<file path="src/rtl/sap_display_driver.sv">
// sap_display_driver: output-port sink for the SAP-1 CPU.
// Turns each new output-register value into three BCD digits with a serial
// shift-add-3 engine, one bit per cycle. Those digits drive a scanned
// 3-digit 7-segment display that blanks leading zeros.
module sap_display_driver #(
  parameter int unsigned SCAN_DIV = 1000
) (
  input  logic       clk,
  input  logic       clrn,
  input  logic [7:0] display_in,
  output logic       busy,
  output logic [11:0] bcd,
  output logic [6:0] seg,
  output logic [2:0] an
);

  localparam logic [0:0] S_IDLE    = 1'b0;
  localparam logic [0:0] S_CONVERT = 1'b1;

  localparam logic [15:0] SCAN_LAST = 16'(SCAN_DIV - 1);

  logic [0:0]  state_q, state_d;
  logic [7:0]  last_q,  last_d;
  logic [19:0] work_q,  work_d;   // {bcd_work[11:0], bin[7:0]}
  logic [2:0]  iter_q,  iter_d;
  logic [11:0] bcd_q,   bcd_d;
  logic [15:0] scan_q,  scan_d;
  logic [1:0]  dig_q,   dig_d;

  logic [19:0] adj;
  logic [19:0] shifted;
  logic [3:0]  nib;
  logic        blank;

  function automatic logic [3:0] add3(input logic [3:0] n);
    return (n >= 4'd5) ? n + 4'd3 : n;
  endfunction

  function automatic logic [6:0] seg7(input logic [3:0] n);
    logic [6:0] s;
    case (n)
      4'd0:    s = 7'h3F;
      4'd1:    s = 7'h06;
      4'd2:    s = 7'h5B;
      4'd3:    s = 7'h4F;
      4'd4:    s = 7'h66;
      4'd5:    s = 7'h6D;
      4'd6:    s = 7'h7D;
      4'd7:    s = 7'h07;
      4'd8:    s = 7'h7F;
      4'd9:    s = 7'h6F;
      default: s = 7'h00;
    endcase
    return s;
  endfunction

  // One double-dabble step: correct every BCD nibble, then shift the whole register.
  always_comb begin
    adj     = {add3(work_q[19:16]), add3(work_q[15:12]), add3(work_q[11:8]), work_q[7:0]};
    shifted = {adj[18:0], 1'b0};
  end

  // Conversion FSM: capture a changed input, then run eight shift iterations.
  always_comb begin
    state_d = state_q;
    last_d  = last_q;
    work_d  = work_q;
    iter_d  = iter_q;
    bcd_d   = bcd_q;
    case (state_q)
      S_IDLE: begin
        if (display_in != last_q) begin
          last_d  = display_in;
          work_d  = {12'h000, display_in};
          iter_d  = '0;
          state_d = S_CONVERT;
        end
      end
      S_CONVERT: begin
        work_d = shifted;
        iter_d = iter_q + 3'd1;
        if (iter_q == 3'd7) begin
          bcd_d   = shifted[19:8];
          state_d = S_IDLE;
        end
      end
      default: state_d = S_IDLE;
    endcase
  end

  // Scan timer: hold each digit for SCAN_DIV cycles, cycling ones, tens, hundreds.
  always_comb begin
    scan_d = scan_q;
    dig_d  = dig_q;
    if (scan_q == SCAN_LAST) begin
      scan_d = '0;
      dig_d  = (dig_q >= 2'd2) ? 2'd0 : dig_q + 2'd1;
    end else begin
      scan_d = scan_q + 16'd1;
    end
    if (dig_q == 2'd3) dig_d = 2'd0;
  end

  // State registers, all cleared asynchronously.
  always_ff @(posedge clk or negedge clrn) begin
    if (!clrn) begin
      state_q <= S_IDLE;
      last_q  <= '0;
      work_q  <= '0;
      iter_q  <= '0;
      bcd_q   <= '0;
      scan_q  <= '0;
      dig_q   <= '0;
    end else begin
      state_q <= state_d;
      last_q  <= last_d;
      work_q  <= work_d;
      iter_q  <= iter_d;
      bcd_q   <= bcd_d;
      scan_q  <= scan_d;
      dig_q   <= dig_d;
    end
  end

  // Digit select, leading-zero blanking and segment decode.
  always_comb begin
    nib   = 4'd0;
    blank = 1'b0;
    an    = 3'b000;
    case (dig_q)
      2'd0: begin
        nib = bcd_q[3:0];
        an  = 3'b001;
      end
      2'd1: begin
        nib   = bcd_q[7:4];
        blank = (bcd_q[11:4] == 8'h00);
        an    = 3'b010;
      end
      2'd2: begin
        nib   = bcd_q[11:8];
        blank = (bcd_q[11:8] == 4'h0);
        an    = 3'b100;
      end
      default: blank = 1'b1;
    endcase
    seg = blank ? 7'h00 : seg7(nib);
  end

  assign busy = (state_q == S_CONVERT);
  assign bcd  = bcd_q;

endmodule

</file>
<file path="config.mk">
export PLATFORM = sky130hd
export DESIGN_NAME = sap_display_driver
export DESIGN_NICKNAME = d
export VERILOG_FILES = /design/src/rtl/sap_display_driver.sv
export SDC_FILE = /design/constraint.sdc
export NUM_CORES = 1
export LEC_CHECK = 0
export ABC_AREA = 1
export ABC_CLOCK_PERIOD_IN_PS = 1570
export CORE_AREA = 3 3 113 115
export CTS_CLUSTER_SIZE = 30
export DETAILED_ROUTE_END_ITERATION = 7
export DIE_AREA = 0 0 116 118
export GPL_TIMING_DRIVEN = 0
export HOLD_SLACK_MARGIN = 0.08
export PLACE_DENSITY_LB_ADDON = 0.05
export SLEW_MARGIN = 40
export SYNTH_ARGS = -nofsm -noshare
export SYNTH_HDL_FRONTEND = slang
export SYNTH_SLANG_ARGS = --single-unit
</file>
<file path="constraint.sdc">
create_clock -name clk -period 1.57 [get_ports clk]
set_input_delay 0.314 -clock clk [delete_from_list [all_inputs] [get_ports clk]]
set_output_delay 0.314 -clock clk [all_outputs]
set_load 0.02 [all_outputs]
</file>
* Word level (Yosys, flattened, before mapping)
Memories as Yosys holds them, arrays and structs flattened.
Index checks and enable logic that the tools add are counted.
** Operators by class
- Equality and inequality tests :: 7
- Reduce and logical (&&, ||, !) cells :: 6
- Magnitude comparators :: 4
- Add/sub/neg operators :: 6
- Bitwise operators :: 1
- Mux-type cells :: 18
** Operators by type and width (number)
- 20-bit one-hot mux with 2 select lines :: 1
- 20-bit 2-to-1 mux :: 1
- 16-bit by 1-bit adder with 16-bit output (second input constant) :: 1
- 16-bit by 10-bit == test with 1-bit output (second input constant) :: 1
- 16-bit 2-to-1 mux :: 1
- 4-bit by 3-bit greater-or-equal comparator with 1-bit output (second input constant) :: 3
- 4-bit one-hot mux with 3 select lines :: 1
- 3-bit one-hot mux with 3 select lines :: 1
- 4-bit by 2-bit adder with 4-bit output (second input constant) :: 2
- 8-bit zero test :: 1
- 4-bit 2-to-1 mux :: 2
- 8-bit inequality test :: 1
- 7-bit 2-to-1 mux :: 1
- 2-bit 2-to-1 mux :: 3
- 3-bit 2-to-1 mux :: 2
- 3-bit one-hot mux with 2 select lines :: 1
- 2-bit == test (second input constant) :: 2
- 4-bit zero test :: 1
- 2-bit AND reduction :: 2
- 3-bit by 1-bit adder with 3-bit output (second input constant) :: 1
- 3-bit by 2-bit adder with 3-bit output (second input constant) :: 1
- 3-bit == test (second input constant) :: 1
- 1-bit one-hot mux with 3 select lines :: 1
- 2-bit by 1-bit adder with 2-bit output (second input constant) :: 1
- 8 further kinds :: 9
** Word-level totals
- Logic and storage cells :: 50
- ROM bits :: 112
- Register bits after elaboration :: 62
- Output and inout bits :: 23
- Bits of input ports :: 10
- Memories kept :: 1
** Memory list
- (no name shown) :: depth 16, bits a word 7, read ports 1, clocked after memory_dff 0, wr ports 0, line 41 : case (n)

* Depth between registers and ports, before layout
Gate-level depths: netlist of the first run.
- Depth after elaboration :: 4
- Mapped depth :: 10
- Gate-level depth less buffers :: 10

* Worst setup path after synthesis of the first run
OpenSTA, ideal clock, no wires.
- Path type :: register to output
- From :: register dig_q[1]
- To :: output seg[3]
- Buffers on the path :: 0
- Slack :: -0.537 ns
- Data arrival time :: 1.793 ns
- Data required time :: 1.256 ns
- Stages on the path, launching flop included :: 10
- Cell sequence :: dfrtp_1 > nor2_2 > nand2_1 > inv_2 > nor2_8 > ha_1 > inv_1 > nand2_1 > nand2_1 > a21oi_1
** Between the ends
- Word-level cells in the longest chain between the ends :: 4
- Elaborated cells between the ends (all ways) :: 7
- Those cells by class :: eq/ne: 2; mux: 3; reduce/logical: 1; memory: 1
** RTL lines
- start: declaration :: line 28 : logic [1:0] dig_q, dig_d;
- start signal: assignment :: line 121 : dig_q <= dig_d;
- 2-bit == test (tied with other cells) :: line 130 : case (dig_q)
- 4-bit one-hot mux with 3 select lines :: line 130
- memory 16 x 7 bit
- 7-bit 2-to-1 mux (*) :: line 147 : seg = blank ? 7'h00 : seg7(nib);
- end: declaration :: line 13 : output logic [6:0] seg,
Mark *: on every way between the ends. The rest lies on a longest branch, timed or not.

* Worst setup path after layout of the first run
- From :: register dig_q[0]
- To :: output seg[3]
The elaborated chain is that of the path after synthesis.

==> impl_metrics.json, run 1 <==
{
  "clock_latency_ns": 0.33,
  "grt-ovfl-total": 0,
  "firstDrtPassIters": 5,
  "setup_violations": 9,
  "netlist_instances": 463,
  "failed_checks": "setup timing",
  "vias_per_cell": 4.53,
  "worst_pin_slew_ns": 0.554,
  "grt_pass1_vias": 3101,
  "wl_um": 8730,
  "dieArea_um2": 13700,
  "layout_min_cycle_time_ns": 2.18,
  "finalCritPeriodShare_pct": 139,
  "cts_sinks": 62,
  "seq_power_share_pct": 28.6,
  "die_y_um": 118,
  "maxSlewHeadroom_pct": 63.1,
  "max_freq_mhz": 459,
  "final_cells": 685,
  "cp_slowest_stage_delay_ns": 0.48,
  "slew_violations": 0,
  "drive_above_1_share_pct": 24.9,
  "num_vias": 3102,
  "path_cells": "nor2_4 > nand2_1 > nand3_2 > inv_2 > ha_4 > inv_2 > nand2_2 > nand2_2 > a21oi_4 > buf_6",
  "synthXorXnorAreaFrac_pct": 3.98,
  "cp-startpoint": "dig_q[0]$_DFFE_PN0P_",
  "synth_compound_area_share_pct": 6.43,
  "synth_ff_type": "dfrtp_1",
  "crit_end": "seg[3]",
  "critPathSlowestCell": "dfrtp_2",
  "postLayoutCellArea_um2": 4850,
  "power.density_nw_per_um2": 1910,
  "p_leak_nw": 2.50,
  "synth.distinct_cells": 33,
  "fin_ws_ns": -0.607,
  "wl_per_cell_um": 12.8,
  "cts.path.max_buffers": 2,
  "synth_top_family_by_area": "simple AND/OR/NAND/NOR gates",
  "async_flop_share_pct": 100,
  "worstReg2RegEnd": "work_q[10]$_DFFE_PN0P_",
  "worstPathMaxFanout": 6,
  "dr.first_iter.drc_count": 179,
  "synth_warnings": 0,
  "cap_violations": 0,
  "postSynthAreaPerCell_um2": 7.61,
  "fin_worst_skew_ns": 0.00687,
  "crit_type": "register to primary output",
  "rsz0062_at_grt": "yes",
  "internal_power_mw": 5.54,
  "swShare_pct": 40.3,
  "peakVddDrop_v": 0.000680,
  "grt_max_degree": 38,
  "synth-edff-count": 0,
  "antenna_left": 0,
  "dpl_cell_area_um2": 4100,
  "grt_pass1_wl_um": 15200,
  "rrSetupSlack_ns": 0.07,
  "combPwrFrac_pct": 48.1,
  "ff2ff_path_depth": 9,
  "syn_area_um2": 3520,
  "hold_path.class": "primary input to async pin",
  "start_util_pct": 29.6,
  "antenna_found_initial": 0,
  "std_cell_rows": 40,
  "end_kind": "primary output",
  "cts_buffers": 9,
  "gp_congestion": 0.810,
  "insertedDiodeCount": 0,
  "dpl.hpwl_um": 6260,
  "fillCellCount": 1254,
  "grt_usage_pct": 13.8,
  "cp-start-kind": "register",
  "htreeDepth": 3,
  "die_w_um": 116,
  "syn-num-nets": 485,
  "drcViolationCount": 0,
  "p_clk_share_pct": 23.2,
  "placed_cells": 643,
  "num_io_pins": 33,
  "design.core.area_um2": 11900,
  "cts_tree": "yes",
  "fin_nets": 556,
  "synth-seq-cells": 62,
  "switchingPower_mw": 3.73,
  "cts-root-buf": "clkbuf_16",
  "status": "finished with violations",
  "cp.required_ns": 1.26,
  "syn_to_final_growth_pct": 37.7,
  "portBuffers": 32,
  "final_hold_viol_count": 0,
  "arrival_ns": 1.86,
  "r2r-start": "work_q[9]$_DFFE_PN0P_",
  "yosys.area_share.simple_pct": 34.6,
  "path_clk_slew_ns": 0.05,
  "synthAdderAreaFrac_pct": 4.26,
  "yosysSeqAreaShare_pct": 44.0,
  "synthMuxAreaShare_pct": 0
}
[power by group through the flow]
| stage | registers, mW | clock network [mW] | logic, mW |
|---|---|---|---|
| 2_1_floorplan | 2.69 | 0 | 2.63 |
| 3_3_place_gp | 2.63 | 0 | 4.02 |
| 3_5_place_dp | 2.63 | 0 | 4.06 |
| 4_1_cts | 2.63 | 2.23 | 4.29 |
| 5_1_grt | 2.74 | 2.31 | 5.01 |
| 6_report | 2.65 | 2.15 | 4.46 |
[layout make-up]
cell class | instances | area, um2 | area share (%)
buffer | 8 | 47.5 | 0.980
clock buffer | 11 | 253 | 5.21
clock inverter | 4 | 70.1 | 1.44
inverter | 52 | 206 | 4.25
multi-input combinational | 340 | 1950 | 40.2
sequential | 62 | 1560 | 32.0
tap | 147 | 184 | 3.79
timing repair buffer | 61 | 587 | 12.1
[cell usage after synthesis, types with 3 or more instances]
library cell / n / area, um2
inv_1: 45 / 169
nand3_1: 58 / 290
inv_2: 5 / 18.8
a21oi_1: 7 / 35.0
ha_1: 12 / 150
nor2_2: 5 / 31.3
nand2_1: 149 / 559
dfrtp_1: 62 / 1550
xnor2_1: 5 / 43.8
nor2_1: 29 / 109
nor3_1: 7 / 35.0
nand2_2: 4 / 25.0
nand4_1: 3 / 18.8
or2_2: 7 / 43.8
clkbuf_1: 5 / 18.8
nand2_4: 3 / 33.8
o21ai_0: 25 / 125
xor2_1: 11 / 96.3
[kinds of logic (layout without fill, tap and decap cells)]
logic type                 Yosys count  after routing
buffers and inverters               61            136
xor gates and xnor gates            16             16
AOI/OAI and AO/OA                   39             39
adders and majority gates           12             12
and+or+nand+nor                    273            273
DFF                                 62             62
[state kept, by name, indices dropped and copies added (netlist names)]
name	count
busy	1
iter_q	3
last_q	8
work_q	20
bcd	12
scan_q	16
dig_q	2
[how the worst min path moves through the flow]
| stage | from | end | slack [ns] | depth (start not counted) |
|---|---|---|---|---|
| 3_5_place_dp | clrn | scan_q[15]$_DFF_PN0_ | 0.19 | 1 |
| 5_1_grt | clrn | scan_q[15]$_DFF_PN0_ | 0.43 | 2 |
| 3_3_place_gp | scan_q[0]$_DFF_PN0_ | scan_q[0]$_DFF_PN0_ | 0.47 | 1 |
| 6_report | clrn | scan_q[15]$_DFF_PN0_ | 0.41 | 2 |
| 4_1_cts | clrn | scan_q[15]$_DFF_PN0_ | 0.41 | 2 |
| 2_1_floorplan | clrn | bcd[0]$_DFFE_PN0P_ | 0.02 | 0 |
[timing repair]
action,4_1_cts,5_1_grt
pin swaps,13,12
resized for setup,104,33
setup buffers,17,12
setup endpoints to repair,69,60
hold endpoints to repair,25,0
hold buffers,1,0
[critical path, delay by kind of cell, from the launching register on]
| family | cells | cell delay [ns] |
|---|---|---|
| adder cells (fa/ha/maj) | 1 | 0.27 |
| AO/OA/AOI/OAI | 1 | 0.12 |
| AND/OR/NAND/NOR | 5 | 0.44 |
| flip-flops | 1 | 0.48 |
| buffers and inverters | 3 | 0.23 |
[per-stage QoR]
stage / worst slack [ns] / TNS [ns] / hold WS [ns] / util (%) / total power, mW
after floorplan: -0.272 / -1.37 / 0.0184 / - / 5.32
after global placement: -2.33 / -148.38 / 0.466 / 34.3 / 6.64
after detailed placement: -0.830 / -18.89 / 0.193 / 34.4 / 6.68
after CTS: -0.626 / -4.25 / 0.406 / 39.4 / 9.15
after global routing: -0.724 / -5.06 / 0.429 / 40.7 / 10.1
final: -0.607 / -4.04 / 0.409 / 40.7 / 9.27
[cell usage in the layout, fill, tap and decap left out, drive strengths merged, types with 7 or more instances in the layout]
| master | instances |
|---|---|
| nand2 | 156 |
| dfrtp | 62 |
| nand3 | 59 |
| inv | 51 |
| buf | 42 |
| nor2 | 36 |
| o21ai | 25 |
| clkbuf | 16 |
| dlygate4sd2 | 13 |
| ha | 12 |
| xor2 | 11 |
| or2 | 9 |
| clkdlybuf4s50 | 8 |
| a21oi | 8 |
| nor3 | 7 |
[per-layer routing]
| metal | GRT usage, % | wire [um] | up-vias |
|---|---|---|---|
| li1 | - | - | 1613 |
| met1 | 18.0 | 4110 | 1445 |
| met2 | 22.1 | 4200 | 32 |
| met3 | 4.32 | 313 | 12 |
| met4 | 3.70 | 107 | 0 |
| met5 | 0 | 0 | - |
Note: power is estimated with default switching activity, not from simulation.
==> run 2, diff against run 1 <==
--- a/config.mk
+++ b/config.mk
@@ -6,11 +6,12 @@
 export NUM_CORES = 1
 export LEC_CHECK = 0
 export ABC_AREA = 1
-export ABC_CLOCK_PERIOD_IN_PS = 1570
-export CORE_AREA = 3 3 113 115
+export ABC_CLOCK_PERIOD_IN_PS = 2300
+export CORE_AREA = 3 3 89 91
+export CTS_CLUSTER_DIAMETER = 40
 export CTS_CLUSTER_SIZE = 30
 export DETAILED_ROUTE_END_ITERATION = 7
-export DIE_AREA = 0 0 116 118
+export DIE_AREA = 0 0 92 94
 export GPL_TIMING_DRIVEN = 0
 export HOLD_SLACK_MARGIN = 0.08
 export PLACE_DENSITY_LB_ADDON = 0.05
==> constraint.sdc (replaced) <==
create_clock -name clk -period 2.3 [get_ports clk]
set_input_delay 0.46 -clock clk [delete_from_list [all_inputs] [get_ports clk]]
set_output_delay 0.46 -clock clk [all_outputs]
set_load 0.02 [all_outputs]
==> impl_metrics.json, run 2 (synthesis results as in run 1) <==
{
  "insertedDiodeCount": 0,
  "grt_pass1_vias": 2927,
  "failed_checks": "setup timing",
  "use_met1_pct": 23.6,
  "arrival_ns": 1.89,
  "critPathSlowestCell": "dfrtp_2",
  "die_y_um": 94,
  "dpl.hpwl_um": 5540,
  "fin_ws_ns": -0.0539,
  "cts_sinks": 62,
  "firstDrtPassIters": 4,
  "cp-start-kind": "register",
  "gp_congestion": 0.875,
  "layout_min_cycle_time_ns": 2.35,
  "cp.required_ns": 1.84,
  "syn_to_final_growth_pct": 21.8,
  "cts-root-buf": "clkbuf_8",
  "htreeDepth": 3,
  "antenna_left": 0,
  "finalCritPeriodShare_pct": 102,
  "wl_per_cell_um": 12.1,
  "final_cell_mix": "nand2_1 (147), dfrtp_1 (60), nand3_1 (57), inv_1 (42), nor2_1 (27)",
  "path_clk_slew_ns": 0.07,
  "die_w_um": 92,
  "grt_usage_pct": 18.6,
  "hold_path.class": "register to register",
  "rrSetupSlack_ns": 0.63,
  "cp-startpoint": "dig_q[1]$_DFFE_PN0P_",
  "cts_tree": "yes",
  "grt_pass1_wl_um": 13000,
  "path_common_cell": "nand2_1",
  "r2r-start": "iter_q[0]$_DFFE_PN0P_",
  "vias_per_cell": 4.91,
  "worstPathMaxFanout": 5,
  "portBuffers": 32,
  "end_kind": "primary output",
  "fin_worst_skew_ns": 0.00827,
  "antenna_found_initial": 0,
  "top_register": "work_q",
  "cts.path.max_buffers": 2,
  "rsz0062_at_grt": "yes",
  "grt_use_met2_pct": 31.2,
  "cap_violations": 0,
  "drive_above_1_share_pct": 15.3,
  "drcViolationCount": 0,
  "power.density_nw_per_um2": 1240,
  "place_ws_ns": -0.284,
  "layout_commonest_cell": "nand2_1",
  "cp_slowest_stage_delay_ns": 0.47,
  "max_freq_mhz": 425,
  "peakVddDrop_v": 0.000543,
  "cpLargestDelayFamily": "flip-flops",
  "wl_um": 7530,
  "final_util_pct": 59.5,
  "num_vias": 3056,
  "largest_register_ffs": 20,
  "use_met3_pct": 3.85,
  "path_cells": "nor2_4 > nand2_1 > nand3_2 > inv_2 > ha_4 > inv_2 > nand2_1 > nand2_1 > a21oi_1 > buf_4",
  "ff2ff_path_depth": 6,
  "clock_latency_ns": 0.34,
  "globalRoute.busiestLayer": "met2",
  "crit_type": "register to primary output",
  "worst_pin_slew_ns": 0.513,
  "dpl_cell_area_um2": 3990,
  "grt-ovfl-total": 0,
  "worstReg2RegEnd": "bcd[7]$_DFFE_PN0P_",
  "setup_violations": 5,
  "status": "finished with violations",
  "std_cell_rows": 31,
  "design.core.area_um2": 7210,
  "slew_violations": 0,
  "final_hold_viol_count": 0,
  "dieArea_um2": 8650,
  "maxSlewHeadroom_pct": 65.8,
  "fin_nets": 542,
  "crit_end": "seg[3]",
  "path_depth": 10,
  "start_util_pct": 48.9,
  "postLayoutCellArea_um2": 4290,
  "dr.first_iter.drc_count": 126,
  "p_leak_nw": 2.22,
  "critPathBufInv": 3,
  "num_io_pins": 33,
  "grt_max_degree": 40,
  "cts_buffers": 9
}
run 2: cell types whose count changed in the layout (fill, tap and decap cells not counted), sizes merged:
cell / previous run / this run
clkbuf: 16 / 17
buf: 42 / 25
clkinv: 2 / 3
clkdlybuf4s50: 8 / 24
bufinv: 2 / 0
inv: 51 / 50
dlygate4sd2: 13 / 0
clkinvlp: 1 / 2
run 2: metrics by stage:
stage	std cells	power [mW]	TNS, ns	hold WS [ns]
after global placement	594	4.35	-79.81	0.458
final	623	5.34	-0.0756	0.475
after detailed placement	595	4.42	-1.02	0.378
after floorplan	463	3.52	0	0.164
after CTS	616	5.26	-0.133	0.476
after global routing	623	5.84	-0.810	0.497
run 2: repair_timing:
| action | CTS | global route |
|---|---|---|
| setup endpoints to repair | 7 | 7 |
| pin swaps | 2 | 4 |
| endpoints found under the hold margin | 23 | 0 |
| buffers inserted | 5 | 7 |
| hold buffers | 1 | 0 |
| resized for setup | 40 | 13 |
run 2: layer usage:
layer | up-vias | wire [um]
met3 | 7 | 303
li1 | 1587 | -
met1 | 1404 | 3560
met4 | 0 | 86
met5 | - | 0
met2 | 58 | 3580
run 2: worst min-delay path by stage:
| stage | slack, ns | cells after the start | endpoint | startpoint |
|---|---|---|---|---|
| 5_1_grt | 0.50 | 1 | scan_q[0]$_DFF_PN0_ | scan_q[0]$_DFF_PN0_ |
| 2_1_floorplan | 0.16 | 0 | bcd[0]$_DFFE_PN0P_ | clrn |
| 4_1_cts | 0.48 | 1 | scan_q[0]$_DFF_PN0_ | scan_q[0]$_DFF_PN0_ |
| 3_3_place_gp | 0.46 | 1 | scan_q[0]$_DFF_PN0_ | scan_q[0]$_DFF_PN0_ |
| 3_5_place_dp | 0.38 | 1 | scan_q[13]$_DFF_PN0_ | clrn |
| 6_report | 0.47 | 1 | scan_q[15]$_DFF_PN0_ | scan_q[15]$_DFF_PN0_ |
run 2: cell type report:
| class | count | area [um2] |
|---|---|---|
| clock buffer | 12 | 155 |
| sequential | 62 | 1550 |
| multi-input combinational | 340 | 1770 |
| clock inverter | 3 | 20.0 |
| inverter | 52 | 200 |
| tap | 99 | 124 |
| timing repair buffer | 46 | 424 |
| buffer | 9 | 42.5 |
| fill | 706 | 2920 |
run 2: power by group:
group | leakage (nW) | switching, mW | internal (mW) | total (mW)
Combinational | 1.35 | 1.58 | 1.15 | 2.72
Clock | 0.0845 | 0.405 | 0.442 | 0.847
Sequential | 0.783 | 0.311 | 1.46 | 1.77
Total | 2.22 | 2.29 | 3.05 | 5.34
